--- src/rtl/ddr_secded_lanes_if.sv ---
// Beat-level handshake bus between the data buffers and the SECDED lanes block.
// The master drives beats in and accepts results; the slave is the ECC pipeline.
interface ddr_secded_lanes_if #(
    parameter int DATA_W = 64,
    parameter int LANES  = 8,
    parameter int TAG_W  = 8
);
    localparam int ECC_W = $clog2(DATA_W + $clog2(DATA_W) + 1) + 1;

    logic                      in_valid;
    logic                      in_ready;
    logic                      in_is_write;
    logic [LANES*DATA_W-1:0]   in_data;
    logic [LANES*ECC_W-1:0]    in_ecc;
    logic [TAG_W-1:0]          in_tag;
    logic                      out_valid;
    logic                      out_ready;
    logic [LANES*DATA_W-1:0]   out_data;
    logic [LANES*ECC_W-1:0]    out_ecc;
    logic [TAG_W-1:0]          out_tag;
    logic [LANES-1:0]          out_ce;
    logic [LANES-1:0]          out_ue;

    modport master (
        output in_valid, in_is_write, in_data, in_ecc, in_tag, out_ready,
        input  in_ready, out_valid, out_data, out_ecc, out_tag, out_ce, out_ue
    );

    modport slave (
        input  in_valid, in_is_write, in_data, in_ecc, in_tag, out_ready,
        output in_ready, out_valid, out_data, out_ecc, out_tag, out_ce, out_ue
    );
endinterface

--- src/rtl/ddr_secded_lanes.sv ---
// Multi-lane two-stage SECDED encoder/checker with injection, saturating error
// counters and a sticky first-error log.
module ddr_secded_lanes #(
    parameter int DATA_W = 64,
    parameter int LANES  = 8,
    parameter int TAG_W  = 8,
    parameter int CNT_W  = 16,
    localparam int R     = $clog2(DATA_W + $clog2(DATA_W) + 1),
    localparam int ECC_W = R + 1,
    localparam int LW    = (LANES > 1) ? $clog2(LANES) : 1
) (
    input  logic                clk,
    input  logic                rst_n,
    ddr_secded_lanes_if.slave   bus,
    input  logic                cfg_ecc_en,
    input  logic                cfg_correct_en,
    input  logic                inj_en,
    input  logic [LANES-1:0]    inj_lane_mask,
    input  logic [DATA_W-1:0]   inj_bits,
    input  logic                cnt_clr,
    output logic [CNT_W-1:0]    ce_count,
    output logic [CNT_W-1:0]    ue_count,
    input  logic                log_clr,
    output logic                log_valid,
    output logic                log_is_ue,
    output logic [LW-1:0]       log_lane,
    output logic [ECC_W-1:0]    log_syndrome,
    output logic [TAG_W-1:0]    log_tag
);

    localparam logic [R-1:0] LAST_POS = R'(DATA_W + R);

    // Codeword position of each data bit: the non-power-of-two slots from 3 upward.
    function automatic logic [DATA_W*R-1:0] build_pos();
        logic [DATA_W*R-1:0] v;
        int p;
        v = '0;
        p = 2;
        for (int j = 0; j < DATA_W; j++) begin
            p++;
            while ((p & (p - 1)) == 0) p++;
            v[j*R +: R] = p[R-1:0];
        end
        return v;
    endfunction

    localparam logic [DATA_W*R-1:0] POS = build_pos();

    // Each set data bit toggles exactly the check bits named by its position.
    function automatic logic [ECC_W-1:0] secded_enc(input logic [DATA_W-1:0] d);
        logic [R-1:0] c;
        c = '0;
        for (int j = 0; j < DATA_W; j++)
            if (d[j]) c = c ^ POS[j*R +: R];
        return {(^d) ^ (^c), c};
    endfunction

    function automatic logic [CNT_W-1:0] popcnt(input logic [LANES-1:0] v);
        logic [CNT_W-1:0] n;
        n = '0;
        for (int i = 0; i < LANES; i++) n = n + CNT_W'(v[i]);
        return n;
    endfunction

    function automatic logic [CNT_W-1:0] sat_add(input logic [CNT_W-1:0] a,
                                                 input logic [CNT_W-1:0] b);
        logic [CNT_W:0] sum;
        sum = {1'b0, a} + {1'b0, b};
        return sum[CNT_W] ? '1 : sum[CNT_W-1:0];
    endfunction

    logic                             adv;
    logic                             out_hs;
    logic                             vld_p1;
    logic                             wr_p1;
    logic                             ecc_en_p1;
    logic                             corr_en_p1;
    logic [TAG_W-1:0]                 tag_p1;
    logic [LANES-1:0][DATA_W-1:0]     data_p1;
    logic [LANES-1:0][ECC_W-1:0]      ecc_p1;
    logic [LANES-1:0][ECC_W-1:0]      syn_p1;
    logic                             vld_p2;
    logic [TAG_W-1:0]                 tag_p2;
    logic [LANES-1:0][DATA_W-1:0]     data_p2;
    logic [LANES-1:0][ECC_W-1:0]      ecc_p2;
    logic [LANES-1:0][ECC_W-1:0]      syn_p2;
    logic [LANES-1:0]                 ce_p2;
    logic [LANES-1:0]                 ue_p2;

    logic [LANES-1:0][DATA_W-1:0]     data_d;
    logic [LANES-1:0][ECC_W-1:0]      ecc_d;
    logic [LANES-1:0][ECC_W-1:0]      syn_d;
    logic [DATA_W-1:0]                rd_v;
    logic [ECC_W-1:0]                 rx_v;
    logic [ECC_W-1:0]                 gen_v;
    logic [LANES-1:0][DATA_W-1:0]     data_c;
    logic [LANES-1:0]                 ce_c;
    logic [LANES-1:0]                 ue_c;
    logic                             chk_c;

    assign adv          = bus.out_ready | ~vld_p2;
    assign out_hs       = vld_p2 & bus.out_ready;
    assign bus.in_ready = adv;
    assign bus.out_valid = vld_p2;
    assign bus.out_data  = data_p2;
    assign bus.out_ecc   = ecc_p2;
    assign bus.out_tag   = tag_p2;
    assign bus.out_ce    = ce_p2;
    assign bus.out_ue    = ue_p2;

    // Stage 1: injection, encode on writes, syndrome + overall parity on reads.
    always_comb begin
        data_d = '0;
        ecc_d  = '0;
        syn_d  = '0;
        rd_v   = '0;
        rx_v   = '0;
        gen_v  = '0;
        for (int i = 0; i < LANES; i++) begin
            rd_v = bus.in_data[i*DATA_W +: DATA_W]
                 ^ ((inj_en && inj_lane_mask[i]) ? inj_bits : '0);
            rx_v = bus.in_ecc[i*ECC_W +: ECC_W];
            data_d[i] = rd_v;
            if (bus.in_is_write) begin
                gen_v    = cfg_ecc_en ? secded_enc(bus.in_data[i*DATA_W +: DATA_W]) : '0;
                ecc_d[i] = gen_v;
            end else begin
                gen_v    = secded_enc(rd_v);
                ecc_d[i] = rx_v;
                syn_d[i] = {(^rd_v) ^ (^rx_v), gen_v[R-1:0] ^ rx_v[R-1:0]};
            end
        end
    end

    always_ff @(posedge clk or negedge rst_n) begin
        if (!rst_n)   vld_p1 <= 1'b0;
        else if (adv) vld_p1 <= bus.in_valid;
    end

    always_ff @(posedge clk) begin
        if (adv && bus.in_valid) begin
            wr_p1      <= bus.in_is_write;
            ecc_en_p1  <= cfg_ecc_en;
            corr_en_p1 <= cfg_correct_en;
            tag_p1     <= bus.in_tag;
            data_p1    <= data_d;
            ecc_p1     <= ecc_d;
            syn_p1     <= syn_d;
        end
    end

    // Stage 2: classify and correct. Syndromes past the codeword end are UE.
    always_comb begin
        data_c = data_p1;
        ce_c   = '0;
        ue_c   = '0;
        chk_c  = ecc_en_p1 & ~wr_p1;
        for (int i = 0; i < LANES; i++) begin
            ce_c[i] = chk_c & syn_p1[i][R] & (syn_p1[i][R-1:0] <= LAST_POS);
            ue_c[i] = chk_c & ((~syn_p1[i][R] & (syn_p1[i][R-1:0] != '0))
                             | (syn_p1[i][R] & (syn_p1[i][R-1:0] > LAST_POS)));
            if (ce_c[i] && corr_en_p1)
                for (int j = 0; j < DATA_W; j++)
                    if (POS[j*R +: R] == syn_p1[i][R-1:0]) data_c[i][j] = ~data_p1[i][j];
        end
    end

    always_ff @(posedge clk or negedge rst_n) begin
        if (!rst_n) begin
            vld_p2  <= 1'b0;
            tag_p2  <= '0;
            data_p2 <= '0;
            ecc_p2  <= '0;
            syn_p2  <= '0;
            ce_p2   <= '0;
            ue_p2   <= '0;
        end else if (adv) begin
            vld_p2 <= vld_p1;
            if (vld_p1) begin
                tag_p2  <= tag_p1;
                data_p2 <= data_c;
                ecc_p2  <= ecc_p1;
                syn_p2  <= syn_p1;
                ce_p2   <= ce_c;
                ue_p2   <= ue_c;
            end
        end
    end

    always_ff @(posedge clk or negedge rst_n) begin
        if (!rst_n) begin
            ce_count <= '0;
            ue_count <= '0;
        end else if (cnt_clr) begin
            ce_count <= '0;
            ue_count <= '0;
        end else if (out_hs) begin
            ce_count <= sat_add(ce_count, popcnt(ce_p2));
            ue_count <= sat_add(ue_count, popcnt(ue_p2));
        end
    end

    logic [LW-1:0] ue_lane;
    logic [LW-1:0] ce_lane;
    logic [LW-1:0] sel_lane;
    logic          log_cap;

    always_comb begin
        ue_lane = '0;
        ce_lane = '0;
        for (int i = LANES - 1; i >= 0; i--) begin
            if (ue_p2[i]) ue_lane = LW'(i);
            if (ce_p2[i]) ce_lane = LW'(i);
        end
        sel_lane = (|ue_p2) ? ue_lane : ce_lane;
    end

    // A same-cycle clear is seen as an empty log, so that beat's error is kept.
    assign log_cap = out_hs & ((|ce_p2) | (|ue_p2))
                   & (~(log_valid & ~log_clr) | (~(log_is_ue & ~log_clr) & (|ue_p2)));

    always_ff @(posedge clk or negedge rst_n) begin
        if (!rst_n) begin
            log_valid    <= 1'b0;
            log_is_ue    <= 1'b0;
            log_lane     <= '0;
            log_syndrome <= '0;
            log_tag      <= '0;
        end else if (log_cap) begin
            log_valid    <= 1'b1;
            log_is_ue    <= |ue_p2;
            log_lane     <= sel_lane;
            log_syndrome <= syn_p2[sel_lane];
            log_tag      <= tag_p2;
        end else if (log_clr) begin
            log_valid    <= 1'b0;
            log_is_ue    <= 1'b0;
            log_lane     <= '0;
            log_syndrome <= '0;
            log_tag      <= '0;
        end
    end

endmodule

--- src/flat_wrapper.sv ---
// flat-port wrapper written by rule: the top's interface ports become plain ports
module ddr_secded_lanes_flat 
#(
    parameter int DATA_W = 64,
    parameter int LANES  = 8,
    parameter int TAG_W  = 8,
    parameter int CNT_W  = 16,
    localparam int R     = $clog2(DATA_W + $clog2(DATA_W) + 1),
    localparam int ECC_W = R + 1,
    localparam int LW    = (LANES > 1) ? $clog2(LANES) : 1
)
  (clk, rst_n, cfg_ecc_en, cfg_correct_en, inj_en, inj_lane_mask, inj_bits, cnt_clr, ce_count, ue_count, log_clr, log_valid, log_is_ue, log_lane, log_syndrome, log_tag, bus_in_valid, bus_in_is_write, bus_in_data, bus_in_ecc, bus_in_tag, bus_out_ready, bus_in_ready, bus_out_valid, bus_out_data, bus_out_ecc, bus_out_tag, bus_out_ce, bus_out_ue);
  ddr_secded_lanes_if #(.DATA_W(DATA_W), .LANES(LANES), .TAG_W(TAG_W)) bus_i ();
  input  logic clk;
  input  logic rst_n;
  input  logic cfg_ecc_en;
  input  logic cfg_correct_en;
  input  logic inj_en;
  input  logic [LANES-1:0] inj_lane_mask;
  input  logic [DATA_W-1:0] inj_bits;
  input  logic cnt_clr;
  output logic [CNT_W-1:0] ce_count;
  output logic [CNT_W-1:0] ue_count;
  input  logic log_clr;
  output logic log_valid;
  output logic log_is_ue;
  output logic [LW-1:0] log_lane;
  output logic [ECC_W-1:0] log_syndrome;
  output logic [TAG_W-1:0] log_tag;
  input wire logic [$bits(bus_i.in_valid)-1:0] bus_in_valid;
  input wire logic [$bits(bus_i.in_is_write)-1:0] bus_in_is_write;
  input wire logic [$bits(bus_i.in_data)-1:0] bus_in_data;
  input wire logic [$bits(bus_i.in_ecc)-1:0] bus_in_ecc;
  input wire logic [$bits(bus_i.in_tag)-1:0] bus_in_tag;
  input wire logic [$bits(bus_i.out_ready)-1:0] bus_out_ready;
  output wire logic [$bits(bus_i.in_ready)-1:0] bus_in_ready;
  output wire logic [$bits(bus_i.out_valid)-1:0] bus_out_valid;
  output wire logic [$bits(bus_i.out_data)-1:0] bus_out_data;
  output wire logic [$bits(bus_i.out_ecc)-1:0] bus_out_ecc;
  output wire logic [$bits(bus_i.out_tag)-1:0] bus_out_tag;
  output wire logic [$bits(bus_i.out_ce)-1:0] bus_out_ce;
  output wire logic [$bits(bus_i.out_ue)-1:0] bus_out_ue;
  assign bus_i.in_valid = bus_in_valid;
  assign bus_i.in_is_write = bus_in_is_write;
  assign bus_i.in_data = bus_in_data;
  assign bus_i.in_ecc = bus_in_ecc;
  assign bus_i.in_tag = bus_in_tag;
  assign bus_i.out_ready = bus_out_ready;
  assign bus_in_ready = bus_i.in_ready;
  assign bus_out_valid = bus_i.out_valid;
  assign bus_out_data = bus_i.out_data;
  assign bus_out_ecc = bus_i.out_ecc;
  assign bus_out_tag = bus_i.out_tag;
  assign bus_out_ce = bus_i.out_ce;
  assign bus_out_ue = bus_i.out_ue;
  ddr_secded_lanes #(.DATA_W(DATA_W), .LANES(LANES), .TAG_W(TAG_W), .CNT_W(CNT_W)) u_core (.clk(clk), .rst_n(rst_n), .bus(bus_i), .cfg_ecc_en(cfg_ecc_en), .cfg_correct_en(cfg_correct_en), .inj_en(inj_en), .inj_lane_mask(inj_lane_mask), .inj_bits(inj_bits), .cnt_clr(cnt_clr), .ce_count(ce_count), .ue_count(ue_count), .log_clr(log_clr), .log_valid(log_valid), .log_is_ue(log_is_ue), .log_lane(log_lane), .log_syndrome(log_syndrome), .log_tag(log_tag));
endmodule
--- config.mk ---
export PLATFORM = sky130hd
export DESIGN_NAME = ddr_secded_lanes_flat
export DESIGN_NICKNAME = d
export VERILOG_FILES = /design/src/rtl/ddr_secded_lanes_if.sv /design/src/rtl/ddr_secded_lanes.sv /design/src/flat_wrapper.sv
export SDC_FILE = /design/constraint.sdc
export NUM_CORES = 2
export LEC_CHECK = 0
export BUFFER_PORTS_ARGS = -buffer_cell sky130_fd_sc_hd__buf_2
export CAP_MARGIN = 20
export CORE_MARGIN = 4
export CORE_UTILIZATION = 30
export DETAILED_ROUTE_END_ITERATION = 8
export GPL_TIMING_DRIVEN = 0
export SLEW_MARGIN = 20
export SYNTH_ARGS = -nofsm -noshare
export SYNTH_HDL_FRONTEND = slang
export SYNTH_SLANG_ARGS = --single-unit
export TNS_END_PERCENT = 20
--- constraint.sdc ---
create_clock -name clk -period 16.1 [get_ports clk]
set_input_delay 3.22 -clock clk [delete_from_list [all_inputs] [get_ports clk]]
set_output_delay 3.22 -clock clk [all_outputs]
set_load 0.01 [all_outputs]
==> impl_metrics.ini <==
[outcome]
status = finished, final reports clean

[power_and_ir_drop]
ir_worst_vdd_uv = 102.5
powerDensity_nw_per_um2 = 157.5
p_sw_share_pct = 40.33
cellLeakagePower_nw = 43.43
p_sw_w = 0.006864
p_comb_share_pct = 46.9
seq_power_share_pct = 29.4
clkPwrFrac_pct = 23.8
p_int_w = 0.01016
p_total_w = 0.01702

[sta]
hold_viol = 0
drv_slew = 0
fmax_mhz = 104.7
fin_skew_ps = 48.40
relSlewSlack_pct = 10.20
setup_viol = 0
period_minus_slack_ps = 9550
fin_crit_sh_pct = 59.32
worst_pin_slew_ps = 1347
rsz0062_at_grt = no

[clocking]
clock_sinks = 1370
tritoncts = yes
clock_latency_ps = 870
root_buffer = clkbuf_16
cts_made_buffers = 173
cts_setup_buffers = 0
postCtsResizedCells = 0
postCtsHoldBufs = 0
clk_pin_slew_ps = 60
cts_buffer_depth = 4
h-tree-depth = 4

[floorplan]
die_y_um = 547.4
core_um2 = 288900
start_util_pct = 30.22
die-area_um2 = 299700
die_x_um = 547.4
ioPinCount = 1321
row_count = 197

[worst_setup_path]
critical_path_required_ps = 16670
cp-start-kind = primary input
worstPathArrival_ps = 10120
crit_path_end_kind = flip-flop
path_class = primary input to flip-flop
worst-path-max-fanout = 13

[detailed_routing]
num_vias = 76680
firstDrtPassIters = 8
drt-initial-drc-count = 11080
ant_nets = 0
drc = 0
wl_per_cell_um = 39.31
vias_per_cell = 5.318
drt_wl_total_um = 566700

[logic_synthesis]
ys.warnings.count = 0
syn_avg_cell_area_um2 = 10.06
netlist_area_um2 = 87290
yosys.cell_types.count = 54
syn_inst = 8675
ys_ff_latch = 1370
syn_nets = 9367
synth-main-ff-cell = dfrtp_1
postSynth.asyncResetShare_pct = 52.48
yosysSeqAreaShare_pct = 43.01
synth_edf_count = 651

[placed_design]
io_buffers = 1259
routabilityCongestion = 1.012
dp_hpwl_um = 465800

[finish]
seq_area_um2 = 37540
fill_cells = 29440
fin_nets = 10950
multiInputGateArea_um2 = 47640
drive_gt1_share_pct = 18.40
final_util_pct = 37.40
area_growth_pct = 23.78

[global_routing]
grt_pass1_vias = 71530
overflow = 0
antenna_found_initial = 266
grt_pass1_wl_um = 716800
grt_max_degree = 94
track_usage_pct = 36.33

[min_path]
hp-class = flip-flop to flip-flop

[flow_run]
drv_cap = 0
cells by family (layout without fill, tap and decap cells):
logic type                 count (synthesis)  after routing  share of synthesized area (%)
AOI/OAI and AO/OA                        710            710                          4.370
xor gates and xnor gates                3188           3188                          36.08
adders and majority gates                 26             26                         0.4587
buffers and inverters                    638           2364                          2.834
DFF                                     1370           1370                          43.01
muxes                                     26             26                         0.5304
other                                      0            137                              0
and+or+nand+nor                         2717           2717                          12.72
power groups by stage:
stage                     logic (W)  clock network, W  registers (W)
after CTS                   0.00784           0.00407        0.00498
after global placement      0.00764                 0        0.00509
after floorplan             0.00464                 0        0.00509
final                       0.00798           0.00404        0.00500
after detailed placement    0.00780                 0        0.00504
after global routing        0.00829           0.00421        0.00505
cells in the mapped netlist, drive strengths merged, types with 37 or more instances:
cell type / number / area (µm²)
buf: 94 / 431.7
clkbuf: 338 / 1269
dfrtp: 719 / 17990
edfxtp: 651 / 19550
inv: 206 / 773.2
nand2: 1585 / 5949
nand3: 221 / 1106
nor2: 695 / 2609
nor3: 37 / 190.2
o21ai: 556 / 2783
o22ai: 66 / 412.9
xnor2: 2352 / 20620
xnor3: 227 / 5116
xor2: 581 / 5089
area by class of cell:
class,count,share of cell area [%]
Clock inverter,70,0.5964
Sequential cell,1370,34.74
Multi-Input combinational cell,6667,44.09
Antenna cell,137,0.3173
Clock buffer,247,4.708
Timing Repair Buffer,1409,8.563
Tap cell,3880,4.493
Inverter,206,0.7156
Buffer,432,1.767
registers in the layout, summed over array words and instances, names as in the netlist, 16 cells and up:
signal               count
u_core.bus.out_data    512
u_core.bus.out_ecc      64
u_core.ce_count         16
u_core.data_p1         512
u_core.ecc_p1           64
u_core.syn_p1           64
u_core.syn_p2           64
u_core.ue_count         16
worst max-delay path: stages:
cell	delay (ps)
buf_4	280
buf_4	510
buf_4	710
buf_2	850
buf_2	990
buf_4	630
buf_2	1030
nand3_1	270
xnor2_1	450
xnor2_1	170
xnor2_1	260
xor2_1	240
xnor2_1	170
nor2_1	70
routing by layer:
metal / vias to the layer above / wire (µm) / global-route usage (%)
met5: - / 1275 / 0
li1: 31410 / - / -
met2: 6016 / 244500 / 54.37
met3: 1472 / 69160 / 12.77
met1: 37620 / 215900 / 45.42
met4: 158 / 35950 / 20.66
metrics by stage:
| step | TNS, ps | instances | setup slack [ps] | hold WS [ps] | area, µm² |
|---|---|---|---|---|---|
| floorplan | 0 | 8675 | 4185 | 414.6 | 87290 |
| global placement | -4127390 | 13810 | -5341 | 421.5 | 98450 |
| detailed placement | 0 | 13960 | 6089 | 424.2 | 102000 |
| CTS | 0 | 14280 | 7032 | 434.5 | 107700 |
| global route | 0 | 14320 | 6983 | 449.8 | 107800 |
| finish | 0 | 14420 | 6550 | 434.7 | 108100 |
worst paths after layout:
path                                      start                       end  slack [ps]  depth (start not counted)
hold reg to reg               u_core.ecc_p1[29]    u_core.bus.out_ecc[29]         430                          2
min in group asynchronous                 rst_n  u_core.bus.out_data[144]        2280                          1
setup / recovery                         inj_en          u_core.syn_p1[3]        6550                         14
max in group asynchronous                 rst_n  u_core.bus.out_data[343]       12130                          4
hold / removal                u_core.ecc_p1[29]    u_core.bus.out_ecc[29]         430                          2
setup reg to reg           u_core.bus.out_ce[1]       u_core.ce_count[15]       10740                         17
cell usage in the layout, fill, tap and decap left out, types with 206 or more instances in the layout:
cell,count
nand2_1,1584
dfrtp_1,719
xnor2_1,2320
edfxtp_1,651
o21ai_0,556
inv_1,206
xnor3_1,224
nor2_1,695
xor2_1,580
clkbuf_1,297
buf_2,1314
nand3_1,221
Power figures use the tool's default switching activity.
